File: config.mk
export PLATFORM = sky130hd
export DESIGN_NAME = queue_flat
export DESIGN_NICKNAME = d
export VERILOG_FILES = /design/src/rtl/queue_if.sv /design/src/rtl/queue.sv /design/src/flat_wrapper.sv
export SDC_FILE = /design/constraint.sdc
export NUM_CORES = 1
export LEC_CHECK = 0
export BUFFER_PORTS_ARGS = -buffer_cell sky130_fd_sc_hd__buf_2
export CELL_PAD_IN_SITES_DETAIL_PLACEMENT = 2
export CELL_PAD_IN_SITES_GLOBAL_PLACEMENT = 2
export CORE_ASPECT_RATIO = 1.2
export CORE_UTILIZATION = 45
export CTS_CLUSTER_DIAMETER = 100
export DETAILED_ROUTE_END_ITERATION = 8
export PLACE_DENSITY_LB_ADDON = 0.1
export RECOVER_POWER = 100
export SYNTH_ARGS = -nofsm -noshare
export SYNTH_HDL_FRONTEND = slang
export SYNTH_SLANG_ARGS = --single-unit
File: constraint.sdc
create_clock -name clk -period 4.1 [get_ports clk]
set_input_delay 0.82 -clock clk [delete_from_list [all_inputs] [get_ports clk]]
set_output_delay 0.82 -clock clk [all_outputs]
set_load 0.005 [all_outputs]
File: src/rtl/queue_if.sv
// queue_if: producer/consumer bundle for the 8-entry FIFO queue
interface queue_if #(
    parameter int WIDTH = 16,
    parameter int AW    = 3
);
    logic             enq;
    logic             deq;
    logic [WIDTH-1:0] value_in;
    logic [WIDTH-1:0] value_out;
    logic             empty;
    logic             full;
    logic [AW:0]      count;
    logic             ovf;
    logic             udf;
    modport master (
        output enq, deq, value_in,
        input  value_out, empty, full, count, ovf, udf
    );
    modport slave (
        input  enq, deq, value_in,
        output value_out, empty, full, count, ovf, udf
    );
endinterface

File: src/rtl/queue.sv
// queue: 8x16 FIFO with zero-latency head read and sticky overflow/underflow flags
module queue #(
    parameter int WIDTH = 16,
    parameter int AW    = 3
) (
    input  logic   clk,
    input  logic   reset,
    queue_if.slave q
);
    localparam int DEPTH = 2 ** AW;
    logic [WIDTH-1:0] mem_q [DEPTH];
    logic [AW-1:0]    head_q, head_d, tail_q, tail_d;
    logic [AW:0]      count_q, count_d;
    logic             ovf_q, ovf_d, udf_q, udf_d;
    logic             empty, full, deq_ok, enq_ok;
    assign empty       = count_q == '0;
    assign full        = count_q == DEPTH[AW:0];
    assign q.empty     = empty;
    assign q.full      = full;
    assign q.count     = count_q;
    assign q.ovf       = ovf_q;
    assign q.udf       = udf_q;
    assign q.value_out = empty ? '0 : mem_q[head_q];
    // Accept decisions and next pointer/count/flag state; a full queue still takes a write when the head is freed the same edge
    always_comb begin
        deq_ok  = q.deq & ~empty;
        enq_ok  = q.enq & (~full | deq_ok);
        head_d  = deq_ok ? head_q + AW'(1) : head_q;
        tail_d  = enq_ok ? tail_q + AW'(1) : tail_q;
        count_d = (enq_ok & ~deq_ok) ? count_q + 1'b1 :
                  (deq_ok & ~enq_ok) ? count_q - 1'b1 : count_q;
        ovf_d   = ovf_q | (q.enq & full & ~q.deq);
        udf_d   = udf_q | (q.deq & empty & ~q.enq);
    end
    // State registers and storage; retired words stay in memory untouched
    always_ff @(posedge clk or negedge reset) begin
        if (!reset) begin
            head_q  <= '0;
            tail_q  <= '0;
            count_q <= '0;
            ovf_q   <= 1'b0;
            udf_q   <= 1'b0;
            for (int i = 0; i < DEPTH; i++) mem_q[i] <= '0;
        end else begin
            if (enq_ok) mem_q[tail_q] <= q.value_in;
            head_q  <= head_d;
            tail_q  <= tail_d;
            count_q <= count_d;
            ovf_q   <= ovf_d;
            udf_q   <= udf_d;
        end
    end
endmodule
File: src/flat_wrapper.sv
// flat-port wrapper written by rule: the top's interface ports become plain ports
module queue_flat 
#(
    parameter int WIDTH = 16,
    parameter int AW    = 3
)
  (clk, reset, q_enq, q_deq, q_value_in, q_value_out, q_empty, q_full, q_count, q_ovf, q_udf);
  queue_if #(.WIDTH(WIDTH), .AW(AW)) q_i ();
  input  logic clk;
  input  logic reset;
  input wire logic [$bits(q_i.enq)-1:0] q_enq;
  input wire logic [$bits(q_i.deq)-1:0] q_deq;
  input wire logic [$bits(q_i.value_in)-1:0] q_value_in;
  output wire logic [$bits(q_i.value_out)-1:0] q_value_out;
  output wire logic [$bits(q_i.empty)-1:0] q_empty;
  output wire logic [$bits(q_i.full)-1:0] q_full;
  output wire logic [$bits(q_i.count)-1:0] q_count;
  output wire logic [$bits(q_i.ovf)-1:0] q_ovf;
  output wire logic [$bits(q_i.udf)-1:0] q_udf;
  assign q_i.enq = q_enq;
  assign q_i.deq = q_deq;
  assign q_i.value_in = q_value_in;
  assign q_value_out = q_i.value_out;
  assign q_empty = q_i.empty;
  assign q_full = q_i.full;
  assign q_count = q_i.count;
  assign q_ovf = q_i.ovf;
  assign q_udf = q_i.udf;
  queue #(.WIDTH(WIDTH), .AW(AW)) u_core (.clk(clk), .reset(reset), .q(q_i));
endmodule
==> summary.txt, run 1 <==
post-synthesis cell count - 401
Reg2Reg Setup Slack - 0.45 ns
Nets - 469
Die Span Y - 135 um
clock tree root driver cell - clkbuf_16
fin area - 7350 sq um
layout cell share with drive strength beyond 1 - 0.463
Crit-path slowest cell - or4_2
total CTS buffers - 17
max_cap viols - 5
mapped cell area - 6640 sq um
clk_skew - 0.00529 ns
Clk Latency, worst-skew pair - 0.43 ns
Die X - 113 um
Clock Sinks - 140
r2r worst-path depth - 3
VDD IR-drop max - 0.358 mV
setup TNS - 0 ns
Total Wirelength - 15,500 um
Synth Flop Type - dfrtp_1
Final period util - 0.902
Initial DRC Count - 137
simple-gate share of the synthesized area - 0.0175
Leak - 3.17 nW
Worst Path Required - 3.28 ns
Total GRT Usage - 0.229
htree depth - 4
Critical Path, Cell by Cell - or4_2 > and2_0 > a22o_1 > buf_2
Yosys top cell area share - 0.528
Worst R2R End - u_core.mem_q[113]
most common cell in the netlist - dfrtp_1
# diodes - 0
pin count of the biggest net entering global routing - 85
mux cell area share after synthesis - 0.344
register area share after synthesis - 0.528
Area after DPL - 6960 sq um
synthesized area per cell - 16.6 sq um
first-pass GRT wire length - 25,100 um
routed vias/inst - 5.80
kind of critical path - flip-flop to primary output
clk buf depth - 2
CP endpoint - q_value_out[1]
Setup crit end kind - primary output
largest family of logic cells by synthesized area - multiplexers
I/O Buffers - 43
RD Place Congestion - 0.688
largest cells by area after synthesis - dfrtp_1 53%, mux2_2 19%, mux4_2 11%, mux2_4 4.5%, a22o_1 2.1%
wire per inst - 24.5 um
endpoints failing setup - 0
Core Area - 14,400 sq um
endpoints failing hold - 0
Worst path max stage delay - 0.76 ns
post-DP HPWL - 8910 um
P&R area growth vs syn - 10.6%
Async SR Flop Fraction - 1.00
site row count - 48
Initial Util - 0.461
worst slew pin tran - 2.51 ns
Residual DRC - 0
fmax - 0.270 GHz
Die ar. - 15,200 sq um
Worst Setup SP - u_core.q.count[3]
initial antenna violation count - 0
vias in the first global route - 4,294
crit start category - flip-flop
synthesized flop and latch total - 140
XOR/XNOR Fraction of Synth Area - 0.00792
Crit Path Max Fanout - 16
Ys Warns - 0
routed vias - 3,658
Post-Synth Adder-Cell Area - 0.0124
I/O pins - 44
TritonCTS clock tree - done
Routed Antenna Nets - 0
CTS resizes - 0
status - finished, violations left
Worst Hold Class - input port to asynchronous set/reset pin
unrepaired setup endpoints after global routing - false
synth cell count leaders - 140 x dfrtp_1, 111 x mux2_2, 32 x mux4_2
number of setup buffers added after CTS - 0
post-synthesis net count - 427
violated checks - max-capacitance violations, max-slew violations
number of flops mapped to enable cells by yosys - 0
Final Max Slew Viols - 136
Pwr per Cell Area - 895 nW/um^2
1st-pass router iterations - 4
area leader, netlist - dfrtp_1
r2r startpoint - u_core.q.count[0]
compound-gate portion of the synthesized area - 0.0562
Reg clk slew, reported paths - 0.06 ns
Period minus WS final - 3.70 ns
worst relative slew slack - -0.682
total gr overflow - 0
Crit path arrival time - 2.88 ns
CTS Hold Bufs - 0
Yosys cell types - 36
kinds of logic (layout without fill, tap and decap cells):
family / count (synthesis) / after routing
and+or+nand+nor: 19 / 19
AOI/OAI and AO/OA: 34 / 34
buffers and inverters: 32 / 87
adders and majority gates: 6 / 6
DFF: 140 / 140
xor gates and xnor gates: 6 / 6
muxes: 164 / 164
routing by layer:
layer  vias to the layer above  part of all wire  track usage
li1                       1600                 -            -
met1                      1991              0.45        0.295
met2                        48              0.51        0.383
met3                        19             0.022       0.0404
met4                         0             0.018       0.0958
met5                         -                 0            0
area by class of cell:
class | instances | area [sq um]
well taps | 175 | 219
flip-flops and latches | 140 | 3500
clock buffers | 26 | 519
clock inverters | 6 | 57.6
repair buffers | 49 | 268
multi-input cells | 229 | 2760
inverters | 6 | 22.5
fillers | 1358 | 7070
registers in the layout (all words and copies together), names as in the netlist:
| name | count |
|---|---|
| u_core.mem_q | 128 |
| u_core.q.udf | 1 |
| u_core.tail_q | 3 |
| u_core.q.ovf | 1 |
| u_core.q.count | 4 |
| u_core.head_q | 3 |
through the flow:
step / util / power, mW / worst slack [ns] / cells / hold WS, ns
finish: 0.510 / 6.58 / 0.401 / 631 / 0.356
global route: 0.510 / 6.99 / 0.352 / 631 / 0.395
CTS: 0.523 / 6.85 / 0.630 / 631 / 0.372
detailed placement: 0.483 / 5.28 / 0.844 / 599 / 0.459
global placement: 0.483 / 5.13 / 0.970 / 599 / 0.454
floorplan: - / 4.46 / 0.939 / 401 / 0.459
where the power goes:
group          internal [mW]  leakage (nW)  switching, mW
combinational           1.50          1.21           1.04
sequential              2.08          1.67          0.473
clock                  0.926         0.286          0.561
total                   4.51          3.17           2.07
critical path, delay by kind of cell, from the launching register on:
kind                   cells  cell delay, ns
DFF                        1            0.44
and+or+nand+nor            2            1.46
AOI/OAI and AO/OA          1            0.42
buffers and inverters      1            0.13
worst min-delay path by stage:
stage | start | to | slack, ns | cells past startpoint
after detailed placement | u_core.q.udf | u_core.q.udf | 0.46 | 1
after CTS | reset | u_core.mem_q[122] | 0.37 | 1
after global placement | u_core.q.ovf | u_core.q.ovf | 0.45 | 2
after global routing | reset | u_core.mem_q[106] | 0.40 | 1
final | reset | u_core.mem_q[122] | 0.36 | 1
after floorplan | u_core.head_q[2] | u_core.head_q[2] | 0.46 | 1
placed cells by master, fill, tap and decap left out, types with 2 or more instances in the layout:
master     instances
buf_12             2
a22o_1            16
ha_1               5
a21oi_1            2
dfrtp_1          139
clkbuf_8           6
nand2_1            3
o21ai_0            2
inv_1              6
o2111ai_1          2
mux2_4             2
clkbuf_16         17
o211ai_1           5
nor2b_1            3
nand3_1            3
mux2_2           105
clkbuf_1          16
xnor2_1            6
clkinv_2           4
mux2_1            24
mux4_2            32
o2111ai_2          2
nor2_1             2
buf_2             31
Note: power is estimated with default switching activity, not from simulation.
==> inputs of run 2 (changes only) <==
--- a/config.mk
+++ b/config.mk
@@ -9,7 +9,7 @@
 export CELL_PAD_IN_SITES_DETAIL_PLACEMENT = 2
 export CELL_PAD_IN_SITES_GLOBAL_PLACEMENT = 2
 export CORE_ASPECT_RATIO = 1.2
-export CORE_UTILIZATION = 45
+export CORE_UTILIZATION = 34
 export CTS_CLUSTER_DIAMETER = 100
 export DETAILED_ROUTE_END_ITERATION = 8
 export PLACE_DENSITY_LB_ADDON = 0.1
==> run 2 against run 1 <==
The flow still finishes with violations (max-capacitance violations, max-slew violations). Largest power group is now combinational logic. Critical path depth stayed put. Sequential share of layout area is 0.66 points lower. Combinational power hardly changed. Setup slack better by 0.054 ns. Register-to-register slack better by 0.26 ns. Die area is 32% higher. Cell count is 13% higher. Non-clock buffer count is 1 higher. Fmax is 1.5% higher. Clock-buffer cell count stayed put. Power is 0.60% lower. Clock skew is 0.00096 ns higher. Critical path type unchanged.
==> summary.txt, run 2 (synthesized netlist as in run 1, its figures left out) <==
vias in the first global route - 4,310
largest reg by FF count - u_core.mem_q
max_cap viols - 5
hold_sp - u_core.q.udf
Initial Util - 0.350
I/O pins - 44
1st-pass router iterations - 4
pin count of the biggest net entering global routing - 91
site row count - 55
Routed Antenna Nets - 0
routed vias - 3,630
crit start category - flip-flop
VDD IR-drop max - 0.399 mV
worst slew pin tran - 2.40 ns
multi-input combinational cell area - 2760 sq um
status - finished, violations left
TritonCTS clock tree - done
wire per inst - 21.9 um
clk buf depth - 2
Worst Path Required - 3.28 ns
first-pass GRT wire length - 25,400 um
Filler Cell Count - 1,911
Crit Path Max Fanout - 16
total gr overflow - 0
RD Place Congestion - 0.715
Nets - 470
Die Span Y - 155 um
Worst Hold Class - flip-flop to flip-flop
Clock Sinks - 140
Core Area - 19,000 sq um
kind of critical path - flip-flop to primary output
CTS Hold Bufs - 0
P&R area growth vs syn - 12.2%
Final period util - 0.889
storage element area - 3500 sq um
Total GRT Usage - 0.174
Hold Crit Endpoint - u_core.q.udf
total CTS buffers - 17
I/O Buffers - 43
CTS resizes - 0
layout cell share with drive strength beyond 1 - 0.464
violated checks - max-capacitance violations, max-slew violations
post-DP HPWL - 9510 um
clock tree root driver cell - clkbuf_16
r2r startpoint - u_core.q.count[0]
worst relative slew slack - -0.602
fmax - 0.274 GHz
Pwr per Cell Area - 878 nW/um^2
endpoints failing setup - 0
Setup crit end kind - primary output
endpoints failing hold - 0
Finished Core Util - 0.392
Reg2Reg Setup Slack - 0.71 ns
Reg clk slew, reported paths - 0.06 ns
Final Max Slew Viols - 108
Leak - 3.16 nW
initial antenna violation count - 0
clk_skew - 0.00625 ns
routed vias/inst - 5.09
Worst R2R End - u_core.q.count[3]
dpl cells - 681
Residual DRC - 0
Die X - 130 um
Total Wirelength - 15,600 um
number of setup buffers added after CTS - 0
max FFs per register - 128
htree depth - 4
unrepaired setup endpoints after global routing - false
most frequent cells in the layout - 139 x dfrtp_1, 111 x mux2_2, 32 x mux4_2
most common cell after layout, fill and taps aside - dfrtp_1
Crit path arrival time - 2.82 ns
Clk Latency, worst-skew pair - 0.42 ns
Initial DRC Count - 193
setup TNS - 0 ns
# diodes - 0
fin cells - 713
r2r worst-path depth - 9
Period minus WS final - 3.64 ns
Hold Path Depth - 1
Die ar. - 20,100 sq um
-- run 2: worst max-delay path: stages, from the launching register on --
cell and delay [ns]:
dfrtp_1 0.43, or4_2 0.74, and2_0 0.68, a22o_1 0.41, buf_2 0.13
-- run 2: worst max-delay path by stage --
stage,from,end,slack [ns],depth (start not counted)
CTS,u_core.q.count[3],q_value_out[15],0.65,4
finish,u_core.q.count[3],q_value_out[13],0.46,4
global route,u_core.q.count[3],q_value_out[13],0.31,4
global placement,u_core.q.count[0],u_core.q.count[3],0.96,9
detailed placement,u_core.q.count[0],u_core.q.count[3],0.84,9
floorplan,q_deq,u_core.q.count[3],0.94,10
-- run 2: per-stage QoR --
stage                     total power [mW]  area (sq um)  worst slack (ns)  hold slack (ns)
after floorplan                       4.46          6640             0.939            0.459
after global placement                5.18          7050             0.960            0.482
after detailed placement              5.30          7050             0.836            0.475
after CTS                             6.83          7630             0.648            0.490
after global routing                  6.99          7450             0.312            0.500
final                                 6.54          7450             0.455            0.481
-- run 2: power by group --
part / switching [mW] / total, mW / internal, mW
Combinational: 1.05 / 2.53 / 1.48
Sequential: 0.426 / 2.51 / 2.08
Clock: 0.570 / 1.50 / 0.928
-- run 2: final cells by class --
type                            count  area share
Sequential cell                   140       0.471
Multi-Input combinational cell    229       0.371
Clock buffer                       26      0.0697
Tap cell                          256      0.0430
Timing Repair Buffer               50      0.0353
Clock inverter                      6     0.00773
Inverter                            6     0.00302
-- run 2: metal layers --
metal / part of all wire / vias to the layer above / wire length (um) / GRT usage
met1: 0.47 / 1975 / 7300 / 0.222
met5: 0 / - / 0 / 0
met2: 0.50 / 38 / 7810 / 0.293
li1: - / 1605 / - / -
met3: 0.023 / 12 / 354 / 0.0406
met4: 0.011 / 0 / 171 / 0.0498
==> inputs of run 3 (changes only) <==
--- a/config.mk
+++ b/config.mk
@@ -5,13 +5,14 @@
 export SDC_FILE = /design/constraint.sdc
 export NUM_CORES = 1
 export LEC_CHECK = 0
-export BUFFER_PORTS_ARGS = -buffer_cell sky130_fd_sc_hd__buf_2
+export ABC_AREA = 1
 export CELL_PAD_IN_SITES_DETAIL_PLACEMENT = 2
 export CELL_PAD_IN_SITES_GLOBAL_PLACEMENT = 2
 export CORE_ASPECT_RATIO = 1.2
 export CORE_UTILIZATION = 34
 export CTS_CLUSTER_DIAMETER = 100
 export DETAILED_ROUTE_END_ITERATION = 8
+export DONT_BUFFER_PORTS = 1
 export PLACE_DENSITY_LB_ADDON = 0.1
 export RECOVER_POWER = 100
 export SYNTH_ARGS = -nofsm -noshare
==> run 3 against run 2 <==
The run now ends clean. Clock power is essentially flat. Sequential power shrank 4%. Global-route usage grew 7.3 points. Die area grew 18%. Power grew 7.1%. Register-to-register slack gained 0.11 ns. Critical path type unchanged.
==> summary.txt, run 3 <==
CTS Hold Bufs - 0
pin count of the biggest net entering global routing - 141
Yosys cell types - 25
max FFs per register - 128
met1 wire length - 13,100 um
max_cap viols - 0
area leader, netlist - dfrtp_1
Setup crit end kind - primary output
routed vias - 7,124
Synth Flop Type - dfrtp_1
TritonCTS clock tree - done
clk buf depth - 2
endpoints failing hold - 0
most frequent CP cell - nor2_1
Die Span Y - 168 um
Async SR Flop Fraction - 1.00
Clk Latency, worst-skew pair - 0.42 ns
Pwr per Cell Area - 837 nW/um^2
status - complete, no violations
Total Wirelength - 27,600 um
register area share after synthesis - 0.448
met2 routed WL - 13,600 um
post-DP HPWL - 15,700 um
vias in the first global route - 7,766
synthesized area per cell - 7.13 sq um
wire per inst - 20.7 um
Net Sw Frac - 0.451
clock tree root driver cell - clkbuf_16
fmax - 0.302 GHz
RD Place Congestion - 0.705
most common cell after layout, fill and taps aside - nand2_1
CTS resizes - 0
Total GRT Usage - 0.247
synth cell count leaders - 446 x nand2_1, 141 x inv_1, 140 x dfrtp_1
DR top layer - met4
most frequent cells in the layout - 446 x nand2_1, 140 x inv_1, 139 x dfrtp_1
I/O Buffers - 0
Initial DRC Count - 445
endpoints failing setup - 0
Die ar. - 23,600 sq um
1st-pass router iterations - 7
combinational cell fraction of total power - 0.441
synthesized flop and latch total - 140
Crit-path slowest cell - nand3_1
Critical Path, Cell by Cell - nor2_1 > nand3_1 > nand2_1 > nor2_1
Final period util - 0.807
P&R area growth vs syn - 6.91%
unrepaired setup endpoints after global routing - false
r2r worst-path depth - 11
number of flops mapped to enable cells by yosys - 0
Leak - 4.58 nW
total CTS buffers - 17
Worst Hold Class - input port to asynchronous set/reset pin
Final WS setup - 0.790 ns
Clock Sinks - 140
worst slack, placed - 1.19 ns
worst relative slew slack - 0.278
number of setup buffers added after CTS - 0
worst slew pin tran - 1.08 ns
largest cells by area after synthesis - dfrtp_1 45%, nand2_1 21%, nand4_1 10%, inv_1 6.8%, nand3_1 5.2%
routed vias/inst - 5.34
htree depth - 4
# diodes - 0
met3 wire len - 536 um
site row count - 60
Worst path max stage delay - 0.78 ns
setup TNS - 0 ns
Int Pwr - 3.85 mW
Area after DPL - 7870 sq um
Period minus WS final - 3.31 ns
sequential share of power - 0.344
Worst Path Required - 3.28 ns
initial antenna violation count - 0
Final Max Slew Viols - 0
Residual DRC - 0
post-synthesis net count - 1,124
Core Area - 22,500 sq um
fin area - 8370 sq um
layout cell share with drive strength beyond 1 - 0.0540
kind of critical path - flip-flop to primary output
mapped cell area - 7830 sq um
crit start category - flip-flop
VDD IR-drop max - 0.331 mV
post-synthesis cell count - 1,098
Ys Warns - 0
Nets - 1,068
NetSw - 3.15 mW
Initial Util - 0.347
Clk pwr share - 0.215
first-pass GRT wire length - 44,300 um
Yosys top cell area share - 0.448
Reg clk slew, reported paths - 0.07 ns
Crit Path Max Fanout - 19
Crit path arrival time - 2.49 ns
Filler Cell Count - 2,667
largest reg by FF count - u_core.mem_q
total gr overflow - 0
Die X - 140 um
clk_skew - 0.0111 ns
I/O pins - 44
Routed Antenna Nets - 0
most common cell in the netlist - nand2_1
-- run 3: cell count changes in the layout (fill, tap and decap cells not counted), sizes merged, moves of 3 or more --
| cell | previous run | this run |
|---|---|---|
| nor2 | 2 | 43 |
| o211ai | 6 | 0 |
| buf | 28 | 14 |
| nand3 | 3 | 90 |
| a22o | 16 | 0 |
| clkinvlp | 1 | 4 |
| o2111ai | 4 | 0 |
| mux2 | 131 | 0 |
| mux4 | 32 | 0 |
| nand2 | 3 | 446 |
| inv | 6 | 144 |
| clkbuf | 48 | 19 |
| nand4 | 0 | 129 |
| nor2b | 3 | 0 |
-- run 3: logic make-up after synthesis --
kind of cell,synth area share
fa+ha+maj,0.0106
xor+xnor,0.00560
buf+inv,0.124
simple gates,0.408
compound gates,0.00448
flops,0.448
-- run 3: final timing paths --
path                                         from           endpoint  slack [ns]
max in group asynchronous                   reset   u_core.head_q[0]        3.74
worst max-delay path            u_core.q.count[0]     q_value_out[5]        0.79
min in group clk                 u_core.mem_q[31]   u_core.mem_q[31]        0.47
worst min-delay path                        reset   u_core.mem_q[18]        0.08
worst max register to register  u_core.q.count[0]  u_core.q.count[3]        0.82
worst min register to register   u_core.mem_q[31]   u_core.mem_q[31]        0.47
-- run 3: worst max-delay path, delay by kind of cell (launching register included) --
family / cells / cell delay (ns)
simple gates: 4 / 1.58
flops: 1 / 0.48
-- run 3: power by group through the flow --
stage / logic [mW] / registers (mW) / clock network, mW
after floorplan: 2.29 / 2.32 / 0
after global placement: 3.06 / 2.40 / 0
after detailed placement: 3.17 / 2.43 / 0
after CTS: 3.19 / 2.42 / 1.54
after global routing: 3.56 / 2.49 / 1.58
final: 3.08 / 2.41 / 1.51
-- run 3: cell type report --
type	count	area (sq um)	share of cell area
flip-flops and latches	140	3500	0.419
multi-input cells	727	3290	0.393
repair buffers	14	130	0.0156
well taps	279	349	0.0417
clock buffers	19	443	0.0529
inverters	142	533	0.0637
clock inverters	13	119	0.0142
-- run 3: routing by layer --
layer,vias up,global-route usage
met3,23,0.0324
met2,82,0.429
met1,3675,0.325
li1,3344,-
met5,-,0
met4,0,0.0572
-- run 3: metrics by stage --
stage	power (mW)	hold WS (ns)	util	std cells
2_1_floorplan	4.61	0.442	-	1098
3_3_place_gp	5.46	0.453	0.350	1302
3_5_place_dp	5.60	0.458	0.350	1302
4_1_cts	7.15	0.0661	0.374	1334
5_1_grt	7.63	0.0589	0.371	1334
6_report	7.00	0.0789	0.371	1334
